`src/rtl/halt_dump_tx.sv`:
```
// Streams a framed snapshot (header, CPU registers, RAM, checksum) over a byte-wide
// valid/ready channel once per rising edge of the CPU halted flag.
//
// state    | meaning
// ---------+-------------------------------------------------------------
// S_IDLE   | armed, waiting for a halted rising edge
// S_HDR    | presenting the frame header byte
// S_REGS   | presenting snapshot register bytes A..Temp
// S_MEM_RD | one-cycle RAM read strobe for the current address
// S_MEM_TX | presenting the RAM byte returned by the read
// S_CSUM   | presenting the running checksum
// S_DONE   | frame finished, waiting for halted to drop before re-arming
module halt_dump_tx #(
    parameter int          ADDR_WIDTH = 8,
    parameter int          MEM_DEPTH  = 256,
    parameter logic [7:0]  HEADER     = 8'hA5
) (
    input  logic                  clk,
    input  logic                  reset,
    input  logic                  halted,
    input  logic [63:0]           regs,
    output logic [ADDR_WIDTH-1:0] mem_addr,
    output logic                  mem_rd,
    input  logic [7:0]            mem_data,
    output logic [7:0]            tx_data,
    output logic                  tx_valid,
    input  logic                  tx_ready,
    output logic                  busy,
    output logic                  done
);

    localparam logic [ADDR_WIDTH-1:0] LAST_ADDR = ADDR_WIDTH'(MEM_DEPTH - 1);

    typedef enum logic [2:0] {
        S_IDLE,
        S_HDR,
        S_REGS,
        S_MEM_RD,
        S_MEM_TX,
        S_CSUM,
        S_DONE
    } state_t;

    state_t                  state_q, state_d;
    logic                    halted_q, halted_d;
    logic [63:0]             snap_q, snap_d;
    logic [7:0]              csum_q, csum_d;
    logic [2:0]              idx_q, idx_d;
    logic [ADDR_WIDTH-1:0]   addr_q, addr_d;
    logic [7:0]              mem_byte_q, mem_byte_d;
    logic                    mem_first_q, mem_first_d;

    always_ff @(posedge clk or negedge reset) begin
        if (!reset) begin
            state_q     <= S_IDLE;
            halted_q    <= 1'b1;
            snap_q      <= '0;
            csum_q      <= '0;
            idx_q       <= '0;
            addr_q      <= '0;
            mem_byte_q  <= '0;
            mem_first_q <= 1'b0;
        end else begin
            state_q     <= state_d;
            halted_q    <= halted_d;
            snap_q      <= snap_d;
            csum_q      <= csum_d;
            idx_q       <= idx_d;
            addr_q      <= addr_d;
            mem_byte_q  <= mem_byte_d;
            mem_first_q <= mem_first_d;
        end
    end

    always_comb begin
        state_d     = state_q;
        halted_d    = halted;
        snap_d      = snap_q;
        csum_d      = csum_q;
        idx_d       = idx_q;
        addr_d      = addr_q;
        mem_byte_d  = mem_byte_q;
        mem_first_d = mem_first_q;

        tx_data  = 8'h00;
        tx_valid = 1'b0;
        mem_rd   = 1'b0;
        mem_addr = addr_q;
        busy     = 1'b0;
        done     = 1'b0;

        case (state_q)
            S_IDLE: begin
                if (halted && !halted_q) begin
                    snap_d  = regs;
                    csum_d  = 8'h00;
                    state_d = S_HDR;
                end
            end

            S_HDR: begin
                busy     = 1'b1;
                tx_valid = 1'b1;
                tx_data  = HEADER;
                if (tx_ready) begin
                    idx_d   = 3'd0;
                    state_d = S_REGS;
                end
            end

            S_REGS: begin
                busy     = 1'b1;
                tx_valid = 1'b1;
                tx_data  = snap_q[{idx_q, 3'b000} +: 8];
                if (tx_ready) begin
                    csum_d = csum_q + tx_data;
                    if (idx_q == 3'd7) begin
                        addr_d  = '0;
                        state_d = S_MEM_RD;
                    end else begin
                        idx_d = idx_q + 3'd1;
                    end
                end
            end

            S_MEM_RD: begin
                busy        = 1'b1;
                mem_rd      = 1'b1;
                mem_first_d = 1'b1;
                state_d     = S_MEM_TX;
            end

            S_MEM_TX: begin
                busy        = 1'b1;
                tx_valid    = 1'b1;
                // RAM output is only trusted in the cycle after the strobe; hold our own copy after that.
                tx_data     = mem_first_q ? mem_data : mem_byte_q;
                mem_byte_d  = tx_data;
                mem_first_d = 1'b0;
                if (tx_ready) begin
                    csum_d = csum_q + tx_data;
                    if (addr_q == LAST_ADDR) begin
                        state_d = S_CSUM;
                    end else begin
                        addr_d  = addr_q + 1'b1;
                        state_d = S_MEM_RD;
                    end
                end
            end

            S_CSUM: begin
                busy     = 1'b1;
                tx_valid = 1'b1;
                tx_data  = csum_q;
                if (tx_ready) begin
                    state_d = S_DONE;
                end
            end

            S_DONE: begin
                done = 1'b1;
                if (!halted) begin
                    state_d = S_IDLE;
                end
            end

            default: begin
                state_d = S_IDLE;
            end
        endcase
    end

endmodule

```
`config.mk`:
```
export PLATFORM = sky130hd
export DESIGN_NAME = halt_dump_tx
export DESIGN_NICKNAME = d
export VERILOG_FILES = /design/src/rtl/halt_dump_tx.sv
export SDC_FILE = /design/constraint.sdc
export NUM_CORES = 1
export LEC_CHECK = 0
export ABC_AREA = 0
export BUFFER_PORTS_ARGS = -buffer_cell sky130_fd_sc_hd__buf_2
export CAP_MARGIN = 25
export CORE_ASPECT_RATIO = 0.9
export CORE_MARGIN = 5
export CORE_UTILIZATION = 30
export CTS_CLUSTER_SIZE = 24
export DETAILED_ROUTE_END_ITERATION = 16
export HOLD_SLACK_MARGIN = 0.1
export PLACE_DENSITY = 0.54
export SYNTH_ARGS = -nofsm -noshare
export SYNTH_HDL_FRONTEND = slang
export SYNTH_SLANG_ARGS = --single-unit
```
`constraint.sdc`:
```
create_clock -name clk -period 3.6 [get_ports clk]
set_clock_uncertainty 0.2 [all_clocks]
set_input_delay 0.54 -clock clk [delete_from_list [all_inputs] [get_ports clk]]
set_output_delay 0.54 -clock clk [all_outputs]
set_load 0.03 [all_outputs]
```
==> flow_summary_export.csv, run 1 <==
group,metric,value,unit
status,status,"finished clean",
detailed_routing,num_vias,3466,
clock_network,root_buffer,"clkbuf_16",
grt,grt_pass1_wl,20000,um
synth,ys_top_cells_by_area,"dfrtp_1 48%, mux2_1 16%, mux4_2 6.4%",
pwr,netSwitchingFraction,39.8,%
floorplanning,io_pins,96,
sta,slew_violations,0,
detailed_routing,wl_per_cell,17.0,um
sta,whs,0.115,ns
synth,syn-num-nets,489,
synth,yosysTopAreaCell,"dfrtp_1",
finish,final_nets,587,
sta,setup_tns,0,ns
clock_network,cts.path.max_buffers,2,
flow_run,max_cap_viol_count,0,
setup_path,reg2reg_depth,11,
place,dp_cells,695,
finish,layout_common_cells,"94 x dfrtp_1, 94 x buf_2, 69 x mux2_1",
setup_path,critical-path-max-stage-delay,0.54,ns
setup_path,cp_data_required_time,3.64,ns
worst_hold_path,hp-class,"input port to flop",
synth,syn_area,4930,um2
pwr,p_comb_share,50.2,%
floorplanning,die_h,132,um
worst_hold_path,min_path_cells,1,
synth,syn_area_per_cell,12.3,um2
sta,hold_violations,0,
clock_network,clk_latency,0.35,ns
setup_path,cpMostUsedCell,"a21oi_1",
sta,max_freq,0.303,GHz
pwr,peakVddDrop,0.461,mV
setup_path,worstPathMaxFanout,11,
finish,nFillCells,1587,
pwr,power.switching,2.23,mW
sta,worst_pin_slew,0.810,ns
setup_path,endpoint_kind,"flop",
setup_path,path_class,"flop to flop",
grt,gr-total-overflow,0,
floorplanning,rows,44,
pwr,p_leak,2.70,nW
sta,setup_ws,0.296,ns
sta,setup_viol,0,
floorplanning,die_area,19100,um2
pwr,power_density,939,nW/um2
synth,synth.top_cell.area_share,48.2,%
synth,synth_edf_count,0,
pwr,power.share.clock,16.4,%
pwr,power_frac_seq,33.5,%
place,io_buffers,95,
synth,postSynth.asyncResetShare,100,%
grt,grt_max_degree,65,
floorplanning,initial_core_util,30.6,%
floorplanning,die_w,145,um
finish,final_area,5970,um2
synth,synthFlopType,"dfrtp_1",
finish,utilization,37.0,%
finish,drive_above_1_share,29.3,%
synth,ys_ff_latch,96,
setup_path,cp.arrival,3.35,ns
setup_path,start_kind,"flop",
clock_network,tritoncts,"built",
clock_network,h-tree-depth,3,
finish,fin_cells,713,
pwr,p_int,3.37,mW
grt,grt_usage,13.1,%
detailed_routing,routed_wl,12100,um
place,placed_cell_area,5670,um2
sta,rsz0062_at_grt,"false",
setup_path,cp_cell_sequence,"buf_6 > mux4_2 > mux2i_2 > a21oi_1 > fa_1 > a21o_1 > a21oi_1 > o21bai_1 > a21oi_1 > xnor2_1 > a22o_1",
place,post-dp-hpwl,9280,um
detailed_routing,initialDrtViolationCount,183,
finish,layout-area-overhead-vs-synth,21.1,%
detailed_routing,via_per_inst,4.86,
setup_path,critPathSlowestCell,"mux4_2",
sta,fin_crit_sh,91.8,%
clock_network,cts_buffers,9,
clock_network,clkSlewWorstSetupHoldPaths,0.07,ns
synth,synthCells,402,
sta,maxSlewHeadroom,46.0,%
synth,yosysWarnings,0,
synth,ys_seq_area_share,48.7,%
clock_network,clock_sinks,96,
detailed_routing,dr.pass1.iters,4,
detailed_routing,antenna_left,0,
place,preCtsSetupSlack,0.0984,ns
grt,grt_pass1_vias,3775,
grt,antenna_found_initial,5,
sta,fin_crit,3.30,ns
detailed_routing,drc,0,
floorplanning,coreArea,16100,um2
place,gp_congestion,0.835,
synth,ys_types,45,
pwr,power,5.60,mW
-- Yosys cell counts, drive strengths merged (4+ instances only) --
master  instances
mux2           73
mux2i          12
a21oi          26
o22ai           8
mux4           16
xnor2          11
a21o            5
nand2          12
and2            5
nor3            5
ha             10
buf            13
dfrtp          95
o21ai          10
clkbuf         10
nand2b          5
nor2           39
a22o            9
inv             4
nor2b           7
-- worst paths after layout --
| kind | startpoint | endpoint | slack, ns |
|---|---|---|---|
| worst max register to register | idx_q[0] | csum_q[6] | 0.30 |
| worst max-delay path | idx_q[0] | csum_q[6] | 0.30 |
| worst min-delay path | halted | halted_q | 0.11 |
| worst min register to register | snap_q[37] | snap_q[37] | 0.29 |
| min in group asynchronous | reset | snap_q[43] | 0.53 |
| max in group asynchronous | reset | halted_q | 1.82 |
-- critical path: cells and delay by family, from the launching register on --
kind	cells	cell delay (ns)
xor+xnor	1	0.08
buf+inv	1	0.22
flops	1	0.42
mux	2	0.79
compound gates	6	1.04
fa+ha+maj	1	0.45
-- cell type report --
class | instances | area (um2) | share of cell area, %
timing repair buffer | 110 | 597 | 10.0
clock inverter | 7 | 53.8 | 0.901
clock buffer | 9 | 225 | 3.77
tap | 207 | 259 | 4.34
multi-input combinational | 279 | 2410 | 40.4
antenna | 1 | 2.50 | 0.0419
inverter | 4 | 15.0 | 0.251
sequential | 96 | 2400 | 40.3
-- metal layers --
metal	part of all wire [%]	routed length, um	global-route usage (%)
met1	45	5500	16.9
met4	1.6	194	3.78
met5	0.45	55	0
met2	45	5500	20.5
met3	7.2	871	5.30
-- power groups by stage --
stage | clock network [mW] | registers, mW | logic (mW)
after floorplan | 0 | 1.77 | 2.19
after global placement | 0 | 1.88 | 2.78
after detailed placement | 0 | 1.90 | 2.83
after CTS | 0.952 | 1.88 | 2.84
after global routing | 0.990 | 1.95 | 3.14
final | 0.917 | 1.88 | 2.81
-- repair_timing --
action | CTS | global route
resized for setup | 0 | 3
hold buffers | 1 | 0
endpoints found under the setup margin | 0 | 2
buffers inserted | 0 | 0
hold endpoints to repair | 43 | 0
-- sequential cells by signal (all words and copies together), names as in the netlist --
name and flops:
snap_q 64, csum_q 8, mem_addr 8, mem_byte_q 8, idx_q 3, state_q 3, halted_q 1, mem_first_q 1
-- cell families after synthesis --
group	share of synthesized area, %
flops	48.7
compound gates	9.16
fa+ha+maj	2.94
mux	26.6
buf+inv	2.46
simple gates	8.02
xor+xnor	2.13
(Power assumes the default switching activity.)
==> inputs of run 2 (changes only) <==
--- a/config.mk
+++ b/config.mk
@@ -14,6 +14,7 @@
 export CTS_CLUSTER_SIZE = 24
 export DETAILED_ROUTE_END_ITERATION = 16
 export HOLD_SLACK_MARGIN = 0.1
+export MAX_ROUTING_LAYER = met4
 export PLACE_DENSITY = 0.54
 export SYNTH_ARGS = -nofsm -noshare
 export SYNTH_HDL_FRONTEND = slang
==> run 2 against run 1 <==
Utilization increased by 0.062 points. Power about the same. Via count is 0.23% lower. Clock power decreased by 0.7%. Cell count rose by 0.56%. Worst setup slack lost 0.010 ns. Wire length fell by 0.41%. Die area did not move. Largest power group unchanged.
==> flow_summary_export.csv, run 2 (synthesis gave the netlist of run 1 again) <==
group,metric,value,unit
clock_network,root_buffer,"clkbuf_16",
clock_network,cts_setup_buffers,0,
sta,rsz0062_at_grt,"false",
floorplanning,die_h,132,um
finish,fin_cells,717,
status,status,"finished clean",
floorplanning,die_area,19100,um2
sta,fin_crit_sh,92.1,%
detailed_routing,via_per_inst,4.82,
place,gp_congestion,0.848,
clock_network,cts_buffers,9,
place,dp_cells,695,
grt,grt_pass1_vias,3773,
pwr,power_density,937,nW/um2
detailed_routing,wl_per_cell,16.8,um
sta,maxSlewHeadroom,44.9,%
grt,grt_usage,13.5,%
place,preCtsSetupSlack,0.0984,ns
pwr,p_leak,2.70,nW
finish,drive_above_1_share,29.3,%
place,post-dp-hpwl,9280,um
worst_hold_path,hp-class,"input port to flop",
setup_path,critical-path-max-stage-delay,0.54,ns
clock_network,cts.path.max_buffers,2,
detailed_routing,drc,0,
finish,final_nets,587,
sta,hold_violations,0,
finish,largest-register,"snap_q",
flow_run,max_cap_viol_count,0,
clock_network,clkSlewWorstSetupHoldPaths,0.07,ns
setup_path,cp_cell_sequence,"buf_6 > mux4_2 > mux2i_2 > a21oi_1 > fa_1 > a21o_1 > a21oi_1 > o21bai_1 > a21oi_1 > xnor2_1 > a22o_1",
floorplanning,die_w,145,um
setup_path,path_class,"flop to flop",
sta,setup_viol,0,
finish,layout-area-overhead-vs-synth,21.3,%
sta,fin_crit,3.31,ns
setup_path,cp_data_required_time,3.64,ns
floorplanning,io_pins,96,
sta,setup_ws,0.286,ns
floorplanning,initial_core_util,30.6,%
detailed_routing,num_vias,3458,
setup_path,cp.arrival,3.35,ns
clock_network,clock_sinks,96,
grt,antenna_found_initial,5,
floorplanning,rows,44,
grt,grt_pass1_wl,20000,um
detailed_routing,initialDrtViolationCount,207,
setup_path,start_kind,"flop",
finish,nFillCells,1586,
clock_network,tritoncts,"built",
sta,max_freq,0.302,GHz
detailed_routing,antenna_left,0,
setup_path,cpMostUsedCell,"a21oi_1",
detailed_routing,routed_wl,12100,um
place,io_buffers,95,
sta,worst_pin_slew,0.826,ns
floorplanning,coreArea,16100,um2
setup_path,worstPathMaxFanout,11,
clock_network,h-tree-depth,3,
sta,slew_violations,0,
grt,grt_max_degree,65,
finish,layout_common_cells,"94 x dfrtp_1, 94 x buf_2, 69 x mux2_1",
pwr,peakVddDrop,0.461,mV
setup_path,critPathSlowestCell,"mux4_2",
clock_network,clk_latency,0.35,ns
setup_path,endpoint_kind,"flop",
sta,setup_tns,0,ns
detailed_routing,dr.pass1.iters,4,
grt,gr-total-overflow,0,
finish,largest_reg_flops,64,
-- run 2: changes by cell type in the layout (fill, tap and decap cells not counted) --
| cell | before | now |
|---|---|---|
| diode_2 | 1 | 5 |
-- run 2: power breakdown --
| part | leakage, nW | switching [mW] | internal, mW | total [mW] |
|---|---|---|---|---|
| Combinational | 1.40 | 1.49 | 1.33 | 2.82 |
| Clock | 0.134 | 0.435 | 0.476 | 0.911 |
| Sequential | 1.17 | 0.305 | 1.57 | 1.88 |
| Total | 2.70 | 2.23 | 3.37 | 5.60 |
-- run 2: worst max-delay path: cells and delay by family, from the launching register on --
family          cells  cell delay, ns
xor+xnor            1            0.08
compound gates      6            1.04
buf+inv             1            0.21
flops               1            0.42
fa+ha+maj           1            0.45
mux                 2            0.80
-- run 2: final cells by class --
cell class | instances | area, um2 | area share [%]
repair buffers | 110 | 597 | 9.98
multi-input cells | 279 | 2410 | 40.4
diodes | 5 | 12.5 | 0.209
clock inverters | 7 | 53.8 | 0.900
inverters | 4 | 15.0 | 0.251
flip-flops and latches | 96 | 2400 | 40.2
clock buffers | 9 | 225 | 3.77
well taps | 207 | 259 | 4.33
-- run 2: final timing paths --
kind | startpoint | depth (start not counted) | slack (ns) | endpoint
max | idx_q[0] | 11 | 0.29 | csum_q[6]
min | halted | 1 | 0.12 | halted_q
max reg2reg | idx_q[0] | 11 | 0.29 | csum_q[6]
min reg2reg | snap_q[37] | 1 | 0.29 | snap_q[37]
max in group asynchronous | reset | 3 | 1.82 | halted_q
min in group asynchronous | reset | 2 | 0.54 | snap_q[43]
-- run 2: what timing repair did --
| action | in CTS | in global routing |
|---|---|---|
| resized for setup | 0 | 3 |
| hold endpoints to repair | 43 | 0 |
| hold buffers | 1 | 0 |
| setup endpoints to repair | 0 | 2 |
-- run 2: through the flow --
step                      total power [mW]  utilization [%]  hold WS, ns  instance area [um2]
after floorplan                       3.96                -       0.0444                 4930
after global placement                4.66             35.2        0.263                 5670
after detailed placement              4.73             35.2        0.276                 5670
after CTS                             5.67             36.9        0.101                 5960
after global routing                  6.08             37.1        0.104                 5980
final                                 5.60             37.1        0.117                 5980
-- run 2: per-layer routing --
metal  vias to the layer above  global-route usage (%)  share of wire, %
li1                       1669                       -                 -
met1                      1689                    17.3                47
met2                        87                    20.5                45
met3                        13                    4.82               6.3
met4                         0                    3.78               1.4
met5                         -                       -                 0
==> inputs of run 3 (changes only) <==
--- a/config.mk
+++ b/config.mk
@@ -10,12 +10,13 @@
 export CAP_MARGIN = 25
 export CORE_ASPECT_RATIO = 0.9
 export CORE_MARGIN = 5
-export CORE_UTILIZATION = 30
+export CORE_UTILIZATION = 50
+export CTS_BUF_LIST = sky130_fd_sc_hd__clkbuf_8 sky130_fd_sc_hd__clkbuf_16
 export CTS_CLUSTER_SIZE = 24
 export DETAILED_ROUTE_END_ITERATION = 16
 export HOLD_SLACK_MARGIN = 0.1
 export MAX_ROUTING_LAYER = met4
-export PLACE_DENSITY = 0.54
+export PLACE_DENSITY = 0.8
 export SYNTH_ARGS = -nofsm -noshare
 export SYNTH_HDL_FRONTEND = slang
 export SYNTH_SLANG_ARGS = --single-unit
==> run 3 against run 2 <==
Largest cell class unchanged. Worst hold slack improved by 0.068 ns. Utilization rose by 23 points. First-iteration DRC count shrank 24%. Critical path depth up 1. Via count grew 1.9%. Clock power fell by 23%. Cell count is 12% lower. Count of clock-buffer cells in the layout unchanged. Cell area is 3.1% lower. Wire length down 9.0%.
==> flow_summary_export.csv, run 3 (synthesis gave the netlist of run 1 again) <==
group,metric,value,unit
detailed_routing,drc,0,
finish,layout_common_cells,"95 x dfrtp_1, 94 x buf_2, 69 x mux2_1",
sta,worst_pin_slew,0.628,ns
pwr,peakVddDrop,0.407,mV
clock_network,cts_buffers,9,
setup_path,reg2reg_slack,0.23,ns
detailed_routing,wl_per_cell,17.4,um
detailed_routing,met1_length,5090,um
detailed_routing,route.met3.wl,843,um
setup_path,worstPathMaxFanout,4,
worst_hold_path,hold-path-endpoint,"snap_q[19]",
floorplanning,die_area,12000,um2
grt,grt_max_degree,65,
pwr,power_density,929,nW/um2
place,io_buffers,95,
setup_path,cp.arrival,3.41,ns
worst_hold_path,hp-class,"input port to flop",
detailed_routing,via_per_inst,5.58,
floorplanning,die_h,104,um
place,gp_congestion,0.920,
grt,antenna_found_initial,0,
clock_network,cts_setup_buffers,0,
grt,gr-total-overflow,0,
clock_network,clock_sinks,96,
detailed_routing,num_vias,3524,
floorplanning,rows,34,
sta,rsz0062_at_grt,"false",
sta,hold_violations,0,
sta,maxSlewHeadroom,58.1,%
sta,whs,0.185,ns
setup_path,reg2reg_depth,12,
finish,fin_cells,631,
place,dp_cells,614,
finish,layout-area-overhead-vs-synth,17.5,%
finish,largest_reg_flops,64,
clock_network,h-tree-depth,3,
finish,largest-register,"snap_q",
sta,fin_crit,3.37,ns
flow_run,max_cap_viol_count,0,
detailed_routing,initialDrtViolationCount,158,
clock_network,ctsHoldBuffers,2,
setup_path,start_kind,"flop",
finish,final_common_cell,"dfrtp_1",
detailed_routing,top_layer,"met4",
worst_hold_path,hp-start,"regs[19]",
sta,slew_violations,0,
sta,setup_viol,0,
detailed_routing,wl_met2,4890,um
place,post-dp-hpwl,8340,um
setup_path,cp_data_required_time,3.65,ns
clock_network,tritoncts,"built",
clock_network,clkSlewWorstSetupHoldPaths,0.10,ns
sta,fin_crit_sh,93.5,%
place,preCtsSetupSlack,0.277,ns
grt,grt_pass1_wl,18200,um
finish,num_antenna_cells,0,
finish,drive_above_1_share,28.7,%
floorplanning,initial_core_util,51.1,%
sta,setup_tns,0,ns
status,status,"finished clean",
worst_hold_path,min_path_cells,2,
finish,final_nets,588,
sta,max_freq,0.297,GHz
detailed_routing,routed_wl,11000,um
clock_network,clk_latency,0.35,ns
setup_path,rr_endpoint,"csum_q[6]",
sta,setup_ws,0.234,ns
clock_network,root_buffer,"clkbuf_8",
pwr,p_leak,2.67,nW
grt,grt_pass1_vias,3663,
detailed_routing,antenna_left,0,
detailed_routing,dr.pass1.iters,4,
setup_path,endpoint_kind,"flop",
clock_network,cts.path.max_buffers,2,
floorplanning,io_pins,96,
clock_network,cts_resized,0,
setup_path,path_class,"flop to flop",
floorplanning,coreArea,9660,um2
setup_path,r2r_start,"idx_q[0]",
floorplanning,die_w,115,um
grt,grt_usage,19.6,%
## run 3: cell types whose count changed in the layout (fill, tap and decap cells not counted), moves of 2 or more
cell	before	now
clkbuf_16	9	0
clkbuf_8	0	9
clkinvlp_4	2	0
diode_2	5	0
## run 3: report_power, final
group / switching (mW) / internal [mW] / leakage, nW
Combinational: 1.48 / 1.33 / 1.40
Clock: 0.379 / 0.324 / 0.101
Sequential: 0.297 / 1.57 / 1.17
Total: 2.16 / 3.22 / 2.67
## run 3: critical path: stages, from the launching register on
cell and delay (ns):
dfrtp_1 0.45, mux4_2 0.53, mux2_2 0.29, nor2_1 0.11, nor2_1 0.05, ha_1 0.22, fa_1 0.42, a21o_1 0.18
a21oi_1 0.21, o21bai_1 0.10, a21oi_1 0.20, xnor2_1 0.09, a22o_1 0.20
## run 3: worst max path at each step
stage                         from  slack, ns        end  cells past startpoint
after floorplan           idx_q[0]       0.12  csum_q[6]                     14
after global placement    idx_q[0]       0.37  csum_q[6]                     12
after detailed placement  idx_q[0]       0.28  csum_q[6]                     12
after CTS                 idx_q[0]       0.25  csum_q[6]                     12
after global routing      idx_q[0]       0.05  csum_q[6]                     12
final                     idx_q[0]       0.23  csum_q[6]                     12
## run 3: layout make-up
| class | instances | area, um2 |
|---|---|---|
| flip-flops and latches | 96 | 2400 |
| multi-input cells | 279 | 2410 |
| clock buffers | 9 | 124 |
| repair buffers | 111 | 616 |
| clock inverters | 6 | 68.8 |
| well taps | 126 | 158 |
| fillers | 768 | 3860 |
| inverters | 4 | 15.0 |
## run 3: metal layers
layer,global-route usage [%],vias to the layer above
li1,-,1660
met1,28.0,1720
met2,28.8,128
met3,4.30,16
met4,4.53,0
met5,-,-
## run 3: metrics by stage
stage               instance area (um2)  utilization, %  power, mW
finish                             5790            60.0       5.38
CTS                                5790            60.0       5.41
global placement                   5580            57.8       4.57
floorplan                          4930               -       3.96
detailed placement                 5580            57.8       4.68
global route                       5790            60.0       5.77
